`config.mk`:
```
export PLATFORM = sky130hd
export DESIGN_NAME = pattern_gen_anim
export DESIGN_NICKNAME = d
export VERILOG_FILES = /design/src/rtl/pattern_gen_anim.sv
export SDC_FILE = /design/constraint.sdc
export NUM_CORES = 1
export LEC_CHECK = 0
export ABC_AREA = 1
export BUFFER_PORTS_ARGS = -buffer_cell sky130_fd_sc_hd__buf_2
export CORE_ASPECT_RATIO = 1.1
export CORE_MARGIN = 5
export CORE_UTILIZATION = 45
export DETAILED_ROUTE_END_ITERATION = 16
export PLACE_DENSITY = 0.63
export SYNTH_ARGS = -nofsm -noshare
export SYNTH_HDL_FRONTEND = slang
export SYNTH_SLANG_ARGS = --single-unit
```
`constraint.sdc`:
```
create_clock -name clk_pixel -period 6.1 [get_ports clk_pixel]
set_input_delay 0.61 -clock clk_pixel [delete_from_list [all_inputs] [get_ports clk_pixel]]
set_output_delay 0.61 -clock clk_pixel [all_outputs]
set_load 0.005 [all_outputs]
```
`src/rtl/pattern_gen_anim.sv`:
```
`default_nettype none
// ============================================================================
// Module   : pattern_gen_anim
// Purpose  : Animated RGB565 test-pattern source with frame-aligned config
//            handshake and fixed two-cycle pixel latency.
// Options  : define PATTERN_BORDER_EN for a white one-pixel frame border.
// Revision : 1.0 - initial release
// ============================================================================
module pattern_gen_anim #(
    parameter int H_ACTIVE  = 640,
    parameter int V_ACTIVE  = 480,
    parameter int X_W       = 10,
    parameter int Y_W       = 10,
    parameter int NUM_BARS  = 8,
    parameter int GRID_LOG2 = 5,
    parameter int FC_W      = 16
) (
    input  logic            clk_pixel,
    input  logic            rst,
    input  logic [X_W-1:0]  pixel_x,
    input  logic [Y_W-1:0]  pixel_y,
    input  logic            data_enable,
    input  logic            cfg_valid,
    output logic            cfg_ready,
    input  logic [3:0]      cfg_pattern,
    input  logic [15:0]     cfg_color,
    input  logic [3:0]      cfg_speed,
    output logic [15:0]     rgb565,
    output logic            rgb565_valid,
    output logic [FC_W-1:0] frame_count
);

    localparam int c_BAR_W = H_ACTIVE / NUM_BARS;
    localparam int c_BC_W  = (c_BAR_W > 1) ? $clog2(c_BAR_W) : 1;
    localparam int c_BI_W  = 4;
    localparam int c_SP_W  = $clog2(H_ACTIVE);
    localparam int c_GA_W  = $clog2(H_ACTIVE + 32);

    localparam logic [c_BC_W-1:0] c_BC_LAST = c_BC_W'(c_BAR_W - 1);
    localparam logic [c_BI_W-1:0] c_BI_LAST = c_BI_W'(NUM_BARS - 1);
    localparam logic [c_SP_W-1:0] c_SP_LAST = c_SP_W'(H_ACTIVE - 1);

    localparam logic [3:0] c_PAT_BARS    = 4'd0;
    localparam logic [3:0] c_PAT_RED     = 4'd1;
    localparam logic [3:0] c_PAT_GREEN   = 4'd2;
    localparam logic [3:0] c_PAT_GRID    = 4'd3;
    localparam logic [3:0] c_PAT_CHECK   = 4'd4;
    localparam logic [3:0] c_PAT_SOLID   = 4'd5;
    localparam logic [3:0] c_PAT_SCROLL  = 4'd6;
    localparam logic [3:0] c_PAT_LINE    = 4'd7;
    localparam logic [3:0] c_PAT_FLICKER = 4'd8;

    function automatic logic [15:0] f_bar_color(input logic [2:0] idx);
        case (idx)
            3'd0:    f_bar_color = 16'hFFFF;
            3'd1:    f_bar_color = 16'hFFE0;
            3'd2:    f_bar_color = 16'h07FF;
            3'd3:    f_bar_color = 16'h07E0;
            3'd4:    f_bar_color = 16'hF81F;
            3'd5:    f_bar_color = 16'hF800;
            3'd6:    f_bar_color = 16'h001F;
            default: f_bar_color = 16'h0000;
        endcase
    endfunction

    logic w_fs, w_ls, w_apply;
    assign w_fs    = data_enable && (pixel_x == '0) && (pixel_y == '0);
    assign w_ls    = data_enable && (pixel_x == '0);

    // ---------------- configuration handshake ----------------
    logic        r_cfg_ready;
    logic [3:0]  r_sh_pattern, r_act_pattern;
    logic [15:0] r_sh_color, r_act_color;
    logic [3:0]  r_sh_speed, r_act_speed;

    assign w_apply   = w_fs && !r_cfg_ready;
    assign cfg_ready = r_cfg_ready;

    // The fs pixel itself already sees the newly applied configuration.
    logic [3:0]  w_pattern;
    logic [15:0] w_color;
    logic [3:0]  w_speed;
    assign w_pattern = w_apply ? r_sh_pattern : r_act_pattern;
    assign w_color   = w_apply ? r_sh_color   : r_act_color;
    assign w_speed   = w_apply ? r_sh_speed   : r_act_speed;

    always_ff @(posedge clk_pixel or posedge rst) begin
        if (rst) begin
            r_cfg_ready   <= 1'b1;
            r_sh_pattern  <= 4'd0;
            r_sh_color    <= 16'hFFFF;
            r_sh_speed    <= 4'd0;
            r_act_pattern <= 4'd0;
            r_act_color   <= 16'hFFFF;
            r_act_speed   <= 4'd0;
        end else if (w_apply) begin
            r_act_pattern <= r_sh_pattern;
            r_act_color   <= r_sh_color;
            r_act_speed   <= r_sh_speed;
            r_cfg_ready   <= 1'b1;
        end else if (cfg_valid && r_cfg_ready) begin
            r_sh_pattern  <= cfg_pattern;
            r_sh_color    <= cfg_color;
            r_sh_speed    <= cfg_speed;
            r_cfg_ready   <= 1'b0;
        end
    end

    // ---------------- animation state ----------------
    logic [FC_W-1:0]   r_frame_count;
    logic [3:0]        r_div;
    logic [c_SP_W-1:0] r_scroll_pos, r_view_pos;
    logic [c_BI_W-1:0] r_scroll_bar, r_view_bar;
    logic [c_BC_W-1:0] r_scroll_off, r_view_off;
    logic              r_view_fc0;

    assign frame_count = r_frame_count;

    // A frame displays the animation state as it stood just before its fs.
    always_ff @(posedge clk_pixel or posedge rst) begin
        if (rst) begin
            r_frame_count <= '0;
            r_div         <= 4'd0;
            r_scroll_pos  <= '0;
            r_scroll_bar  <= '0;
            r_scroll_off  <= '0;
            r_view_pos    <= '0;
            r_view_bar    <= '0;
            r_view_off    <= '0;
            r_view_fc0    <= 1'b0;
        end else if (w_fs) begin
            r_frame_count <= r_frame_count + FC_W'(1);
            r_view_pos    <= r_scroll_pos;
            r_view_bar    <= r_scroll_bar;
            r_view_off    <= r_scroll_off;
            r_view_fc0    <= r_frame_count[0];
            if (r_div >= w_speed) begin
                r_div <= 4'd0;
                if (r_scroll_pos == c_SP_LAST) begin
                    r_scroll_pos <= '0;
                    r_scroll_bar <= '0;
                    r_scroll_off <= '0;
                end else begin
                    r_scroll_pos <= r_scroll_pos + c_SP_W'(1);
                    if (r_scroll_off == c_BC_LAST) begin
                        r_scroll_off <= '0;
                        r_scroll_bar <= (r_scroll_bar == c_BI_LAST) ? '0 : r_scroll_bar + c_BI_W'(1);
                    end else begin
                        r_scroll_off <= r_scroll_off + c_BC_W'(1);
                    end
                end
            end else begin
                r_div <= r_div + 4'd1;
            end
        end
    end

    logic [c_SP_W-1:0] w_v_pos;
    logic [c_BI_W-1:0] w_v_bar;
    logic [c_BC_W-1:0] w_v_off;
    logic              w_v_fc0;
    assign w_v_pos = w_fs ? r_scroll_pos     : r_view_pos;
    assign w_v_bar = w_fs ? r_scroll_bar     : r_view_bar;
    assign w_v_off = w_fs ? r_scroll_off     : r_view_off;
    assign w_v_fc0 = w_fs ? r_frame_count[0] : r_view_fc0;

    // ---------------- bar tracking ----------------
    logic              w_scrolling;
    logic [c_BI_W-1:0] r_bar_idx, w_bar_idx;
    logic [c_BC_W-1:0] r_bar_cnt, w_bar_cnt;

    assign w_scrolling = (w_pattern == c_PAT_SCROLL);
    assign w_bar_idx   = w_ls ? (w_scrolling ? w_v_bar : '0) : r_bar_idx;
    assign w_bar_cnt   = w_ls ? (w_scrolling ? w_v_off : '0) : r_bar_cnt;

    always_ff @(posedge clk_pixel or posedge rst) begin
        if (rst) begin
            r_bar_idx <= '0;
            r_bar_cnt <= '0;
        end else if (data_enable) begin
            if (w_bar_cnt == c_BC_LAST) begin
                r_bar_cnt <= '0;
                if (w_bar_idx == c_BI_LAST)
                    r_bar_idx <= w_scrolling ? '0 : c_BI_LAST;
                else
                    r_bar_idx <= w_bar_idx + c_BI_W'(1);
            end else begin
                r_bar_idx <= w_bar_idx;
                r_bar_cnt <= w_bar_cnt + c_BC_W'(1);
            end
        end
    end

    // ---------------- red gradient ----------------
    logic [4:0] w_red;

    generate
        if (H_ACTIVE == (1 << X_W)) begin : g_grad_direct
            assign w_red = pixel_x[X_W-1 -: 5];
        end else begin : g_grad_count
            // acc holds 32*x mod H_ACTIVE, red holds floor(32*x / H_ACTIVE)
            logic [c_GA_W-1:0] r_grad_acc, w_g_acc, w_g_sum;
            logic [4:0]        r_grad_r;

            assign w_g_acc = w_ls ? '0 : r_grad_acc;
            assign w_red   = w_ls ? 5'd0 : r_grad_r;
            assign w_g_sum = w_g_acc + c_GA_W'(32);

            always_ff @(posedge clk_pixel or posedge rst) begin
                if (rst) begin
                    r_grad_acc <= '0;
                    r_grad_r   <= 5'd0;
                end else if (data_enable) begin
                    if (w_g_sum >= c_GA_W'(H_ACTIVE)) begin
                        r_grad_acc <= w_g_sum - c_GA_W'(H_ACTIVE);
                        r_grad_r   <= w_red + 5'd1;
                    end else begin
                        r_grad_acc <= w_g_sum;
                        r_grad_r   <= w_red;
                    end
                end
            end
        end
    endgenerate

    // ---------------- pattern select ----------------
    logic [15:0] w_pix, w_out;

    always_comb begin
        w_pix = 16'h0000;
        case (w_pattern)
            c_PAT_BARS, c_PAT_SCROLL: w_pix = f_bar_color(w_bar_idx[2:0]);
            c_PAT_RED:     w_pix = {w_red, 11'd0};
            c_PAT_GREEN:   w_pix = {5'd0, pixel_y[Y_W-2 -: 5], 1'b0, 5'd0};
            c_PAT_GRID: begin
                if ((pixel_x[GRID_LOG2-1:0] == '0) || (pixel_y[GRID_LOG2-1:0] == '0))
                    w_pix = w_color;
            end
            c_PAT_CHECK: begin
                if (pixel_x[GRID_LOG2] ^ pixel_y[GRID_LOG2])
                    w_pix = w_color;
            end
            c_PAT_SOLID:   w_pix = w_color;
            c_PAT_LINE: begin
                if (pixel_x == X_W'(w_v_pos))
                    w_pix = w_color;
            end
            c_PAT_FLICKER: begin
                if (!w_v_fc0)
                    w_pix = w_color;
            end
            default:       w_pix = 16'h0000;
        endcase
    end

`ifdef PATTERN_BORDER_EN
    always_comb begin
        w_out = w_pix;
        if ((pixel_x == '0) || (pixel_x == X_W'(H_ACTIVE - 1)) ||
            (pixel_y == '0) || (pixel_y == Y_W'(V_ACTIVE - 1)))
            w_out = 16'hFFFF;
    end
`else
    assign w_out = w_pix;
`endif

    // ---------------- output pipeline ----------------
    logic [15:0] r_s1_pix, r_rgb;
    logic        r_s1_de, r_valid;

    always_ff @(posedge clk_pixel or posedge rst) begin
        if (rst) begin
            r_s1_pix <= 16'h0000;
            r_s1_de  <= 1'b0;
            r_rgb    <= 16'h0000;
            r_valid  <= 1'b0;
        end else begin
            r_s1_pix <= data_enable ? w_out : 16'h0000;
            r_s1_de  <= data_enable;
            r_rgb    <= r_s1_de ? r_s1_pix : 16'h0000;
            r_valid  <= r_s1_de;
        end
    end

    assign rgb565       = r_rgb;
    assign rgb565_valid = r_valid;

endmodule
`default_nettype wire
```
# Word-level counts from Yosys, hierarchy flattened
# Index checks and enable logic that the tools add are counted.
# word_totals
reg_bits	172
latch_bits	0
ram_bits	0
romBits	0
out_inout_bits	34
mem_count	0
# op_classes
addsub	10
multipliers	0
div	0
order_cmp	2
eq_ne	20
n_shift	0
n_mux	36
bitwise	2
n_reduce_logical	18
# op_table
op	count
$pmux W16 S8	1
$mux W16	7
$pmux W16 S7	1
$mux W4	11
$mux W7	6
$mux W10	4
$eq A4 B3 Y1 const B	6
$logic_not A10 Y1	2
$add A16 B1 Y16 const B	1
$add A7 B1 Y7 const B	2
$eq A7 B7 Y1 const B	2
$add A4 B1 Y4 const B	3
$add A10 B1 Y10 const B	1
$add A10 B6 Y10 const B	1
$eq A10 B10 Y1	1
$eq A10 B10 Y1 const B	1
$ge A10 B10 Y1 const B	1
$logic_not A5 Y1	2
$mux W5	2
$sub A10 B10 Y10 const B	1
$eq A3 B3 Y1 const B	3
$eq A4 B2 Y1 const B	2
$eq A3 B2 Y1 const B	2
$add A5 B1 Y5 const B	1
other kinds (17)	24

# Depth between registers and ports, before layout
# depth
ltp_word	12
ltp_mapped	24
ltp_nobuf	23

# Worst setup path before layout
# Ideal clock, no wire load.
# synth_path
kind	in2reg
startpoint	in pixel_y[3]
endpoint	reg r_scroll_pos[3]
arrival_ns	3.287
setup_slack_ns	2.749
path_stages	20
path_cell_list	nor2_1 nand3_1 nor2_4 nand3_2 clkbuf_1 clkbuf_1 nand2_1 nand2_1 ha_1 inv_1 a21oi_1 o21ai_0 nand2_1 a21oi_1 nor2_4 inv_2 clkbuf_1 nor2_1 a21oi_1 o21a_1
# synth_via
elab_chain_cells	6
# synth_lines
item	line	rtl
start, declared	21	input logic [Y_W-1:0] pixel_y,
$logic_not A10 Y1	67	assign w_fs = data_enable && (pixel_x == '0) && (pixel_y == '0);
$logic_and A1 B1 Y1	67	
$logic_and A1 B1 Y1	76	assign w_apply = w_fs && !r_cfg_ready;
$mux W4	n/a	
named net w_speed[0]	82	logic [3:0] w_speed;
$ge A4 B4 Y1	137	if (r_div >= w_speed) begin
$reduce_and A2 Y1 (no source line)	n/a	
end signal, assigned	144	r_scroll_pos <= r_scroll_pos + c_SP_W'(1);
end, declared	112	logic [c_SP_W-1:0] r_scroll_pos, r_view_pos;
# The timed path passes the listed nets, and every way through them passes these cells.
# A chain may end at the register's enable or synchronous reset.

# Worst setup path in the final report
# layout_path
startpoint	in data_enable
endpoint	reg r_scroll_pos[9]
# layout_via
elab_chain_cells	6
# layout_lines
item	line	rtl
start, declared	22	input logic data_enable,
$logic_and A1 B1 Y1 (*) (2 in series)	67	
$logic_and A1 B1 Y1	76	
$mux W4	n/a	
$ge A4 B4 Y1	137	
$reduce_and A2 Y1 (no source line) (*)	n/a	
# Every way passes the cells marked *; elsewhere a longest branch is shown, timed or not.

==> impl_metrics.ini <==
[outcome]
outcome = complete, no violations

[setup_path]
crit_family = simple AND/OR/NAND/NOR gates
r2r-start = cfg_ready
rr_worst_depth = 18
crit_buf_inv = 6
timing.rr.end = r_scroll_pos[9]
regToRegSetupSlack_ps = 2680
worstSetupPathType = in -> reg
arrival_ps = 4690
critPathRequiredTime_ps = 6390
crit_path_start_kind = primary input
critPathMaxFanout = 37
crit_path_top_delay_cell = nor2_2
crit_path_max_incr_delay_ps = 530
crit_path_end_kind = flop
cp_cell_sequence = buf_2, inv_2, nor2_1, nand2_1, nor2_2, nand3_2, inv_1, o21ai_0, ha_1, inv_1, a21oi_1, o21ai_0, nand2_1, a21oi_1, nor2_4, inv_2, nor4_1, inv_1, nor2_1, nand2_1, nor2_1, nor3b_2

[routing]
drtAntennaViolNets = 0
viasPerCell = 4.82
post_drt_wl_per_cell_um = 13.6
wl_um = 16600
first_iter_violations = 360
vias = 5896
drt-met1-wl_um = 7770
top_layer = met4
met3RoutedLength_um = 640
drcViolationCount = 0
dr.pass1.iters = 6
met2_length_um = 7980

[grt]
grt_pass1_vias = 5704
antenna_found_initial = 0
grt_pass1_wl_um = 28100
grt_max_degree = 97
grt_usage = 0.174
grt-ovfl-total = 0

[logic_synthesis]
synth_edf_count = 0
ys.flop_type = dfrtp_1
synth_nets = 966
synthArstFlopShare = 1.00
yosysSeqAreaShare = 0.533
synth-seq-cells = 167
syn_area_um2 = 7920
ys_warn_count = 0
synth.distinct_cells = 40
syn_area_per_cell_um2 = 8.80
synthCells = 900

[clock_tree]
clk_latency_ps = 420
clkSinkCount = 167
clock_path_buffers = 2
ctsResizeCount = 0
cts_made_buffers = 17
cts_max_level = 4
hold_buffers = 0
root_buffer = clkbuf_16
post_cts_buffers = 0
tritoncts = done
clkTransAtPathRegs_ps = 60

[sta]
finalCritPeriodShare = 0.720
fin_crit_ps = 4390
rsz0062_at_grt = false
fin_setup_tns_ps = 0
finalSetupViolations = 0
worstMarginPinSlew_ps = 1180
slew_headroom = 0.209
finalHoldViolCount = 0
slew_viol_final = 0
fin_skew_ps = 7.13
fin_hold_ws_ps = 334
fmax_mhz = 228
final.setup.worst_slack_ps = 1710

[layout]
final_core_utilization = 0.531
diodes = 0
final_common_cell = nand2_1
layout_common_cells = nand2_1 (234), dfrtp_1 (134), inv_1 (113), buf_2 (81), nor2_1 (70)
drive_above_1_share = 0.203
nets = 1041
syn2layout_area_growth_pct = 15.0

[power_and_ir_drop]
power_frac_comb = 0.111
cellPowerDensity_nw_per_um2 = 286
swShare = 0.247
pwr-share-clk = 0.421
p_switching_uw = 642
intPower_uw = 1960
power_uw = 2600
p_leak_uw = 0.00475
pwr-share-seq = 0.468
vdd_drop_max_mv = 0.187

[place]
dp_hpwl_um = 11800
portBuffers = 81
preCtsSetupSlack_ps = 1290
gp_congestion = 0.827

[die]
io_pins = 82
initial_core_util = 0.462
die_y_um = 149
die_w_um = 136
design.die.area_um2 = 20400
coreArea_um2 = 17100
rows = 50

[run]
cap_violations = 0

[worst_hold_path]
hold_path_class = in -> async
logic make-up after synthesis:
family,after synthesis,synth area share
multiplexers,20,0.0284
XOR/XNOR,39,0.0431
flip-flops,167,0.533
buffers and inverters,147,0.0747
AND/OR/NAND/NOR,402,0.216
adder cells (fa/ha/maj),18,0.0284
AO/OA/AOI/OAI,107,0.0766
cell type report:
class | instances | area (um2)
Tap cell | 234 | 293
Timing Repair Buffer | 84 | 428
Clock inverter | 11 | 148
Clock buffer | 21 | 460
Sequential cell | 167 | 4220
Inverter | 119 | 452
Multi-Input combinational cell | 586 | 3110
Fill cell | 1659 | 8030
worst max-delay path by stage:
stage | start | to | slack [ps] | cells past startpoint
4_1_cts | data_enable | r_scroll_pos[9] | 1700 | 22
6_report | data_enable | r_scroll_pos[9] | 1710 | 22
3_5_place_dp | data_enable | r_scroll_pos[9] | 1290 | 22
5_1_grt | data_enable | r_scroll_pos[9] | 1190 | 22
3_3_place_gp | data_enable | r_scroll_pos[9] | 1440 | 22
2_1_floorplan | rst | frame_count[0] | 1030 | 1
metal layers:
metal / GRT usage / up-vias
li1: - / 2996
met1: 0.237 / 2778
met2: 0.279 / 108
met3: 0.0374 / 14
met4: 0.0504 / 0
met5: 0 / -
cells in the mapped netlist (8+ instances only):
library cell	number	area share
o21ai_0	30	0.019
nand3_1	41	0.026
clkbuf_1	18	0.0085
mux2_2	20	0.028
o21ai_1	12	0.0076
nor2_1	70	0.033
inv_1	114	0.054
o21ai_2	8	0.0088
ha_1	18	0.028
dfrtp_1	134	0.42
nor3_1	16	0.010
xor2_1	28	0.031
nand4_1	14	0.011
a21oi_1	43	0.027
dfstp_2	33	0.11
xnor2_1	11	0.012
nand2_1	234	0.11
through the flow:
step / area [um2] / instances
finish: 9110 / 1222
global route: 9110 / 1222
CTS: 9110 / 1222
detailed placement: 8500 / 1190
global placement: 8500 / 1190
floorplan: 7920 / 900
registers in the layout (all words and copies together) (netlist names), 5 cells and up:
signal                   cells
r_view_off                   7
g_grad_count.r_grad_r        5
frame_count                 16
rgb565                      16
r_bar_cnt                    7
r_view_pos                  10
r_scroll_off                 7
r_act_color                 16
g_grad_count.r_grad_acc      5
r_s1_pix                    16
r_sh_color                  16
r_scroll_pos                10
power by group through the flow:
stage	Sequential, uW	Clock [uW]	Combinational, uW
final	1220	1100	288
after global placement	1240	0	286
after CTS	1220	1120	291
after detailed placement	1240	0	288
after global routing	1220	1170	334
after floorplan	1230	0	209
Note: power is estimated with default switching activity, not from simulation.
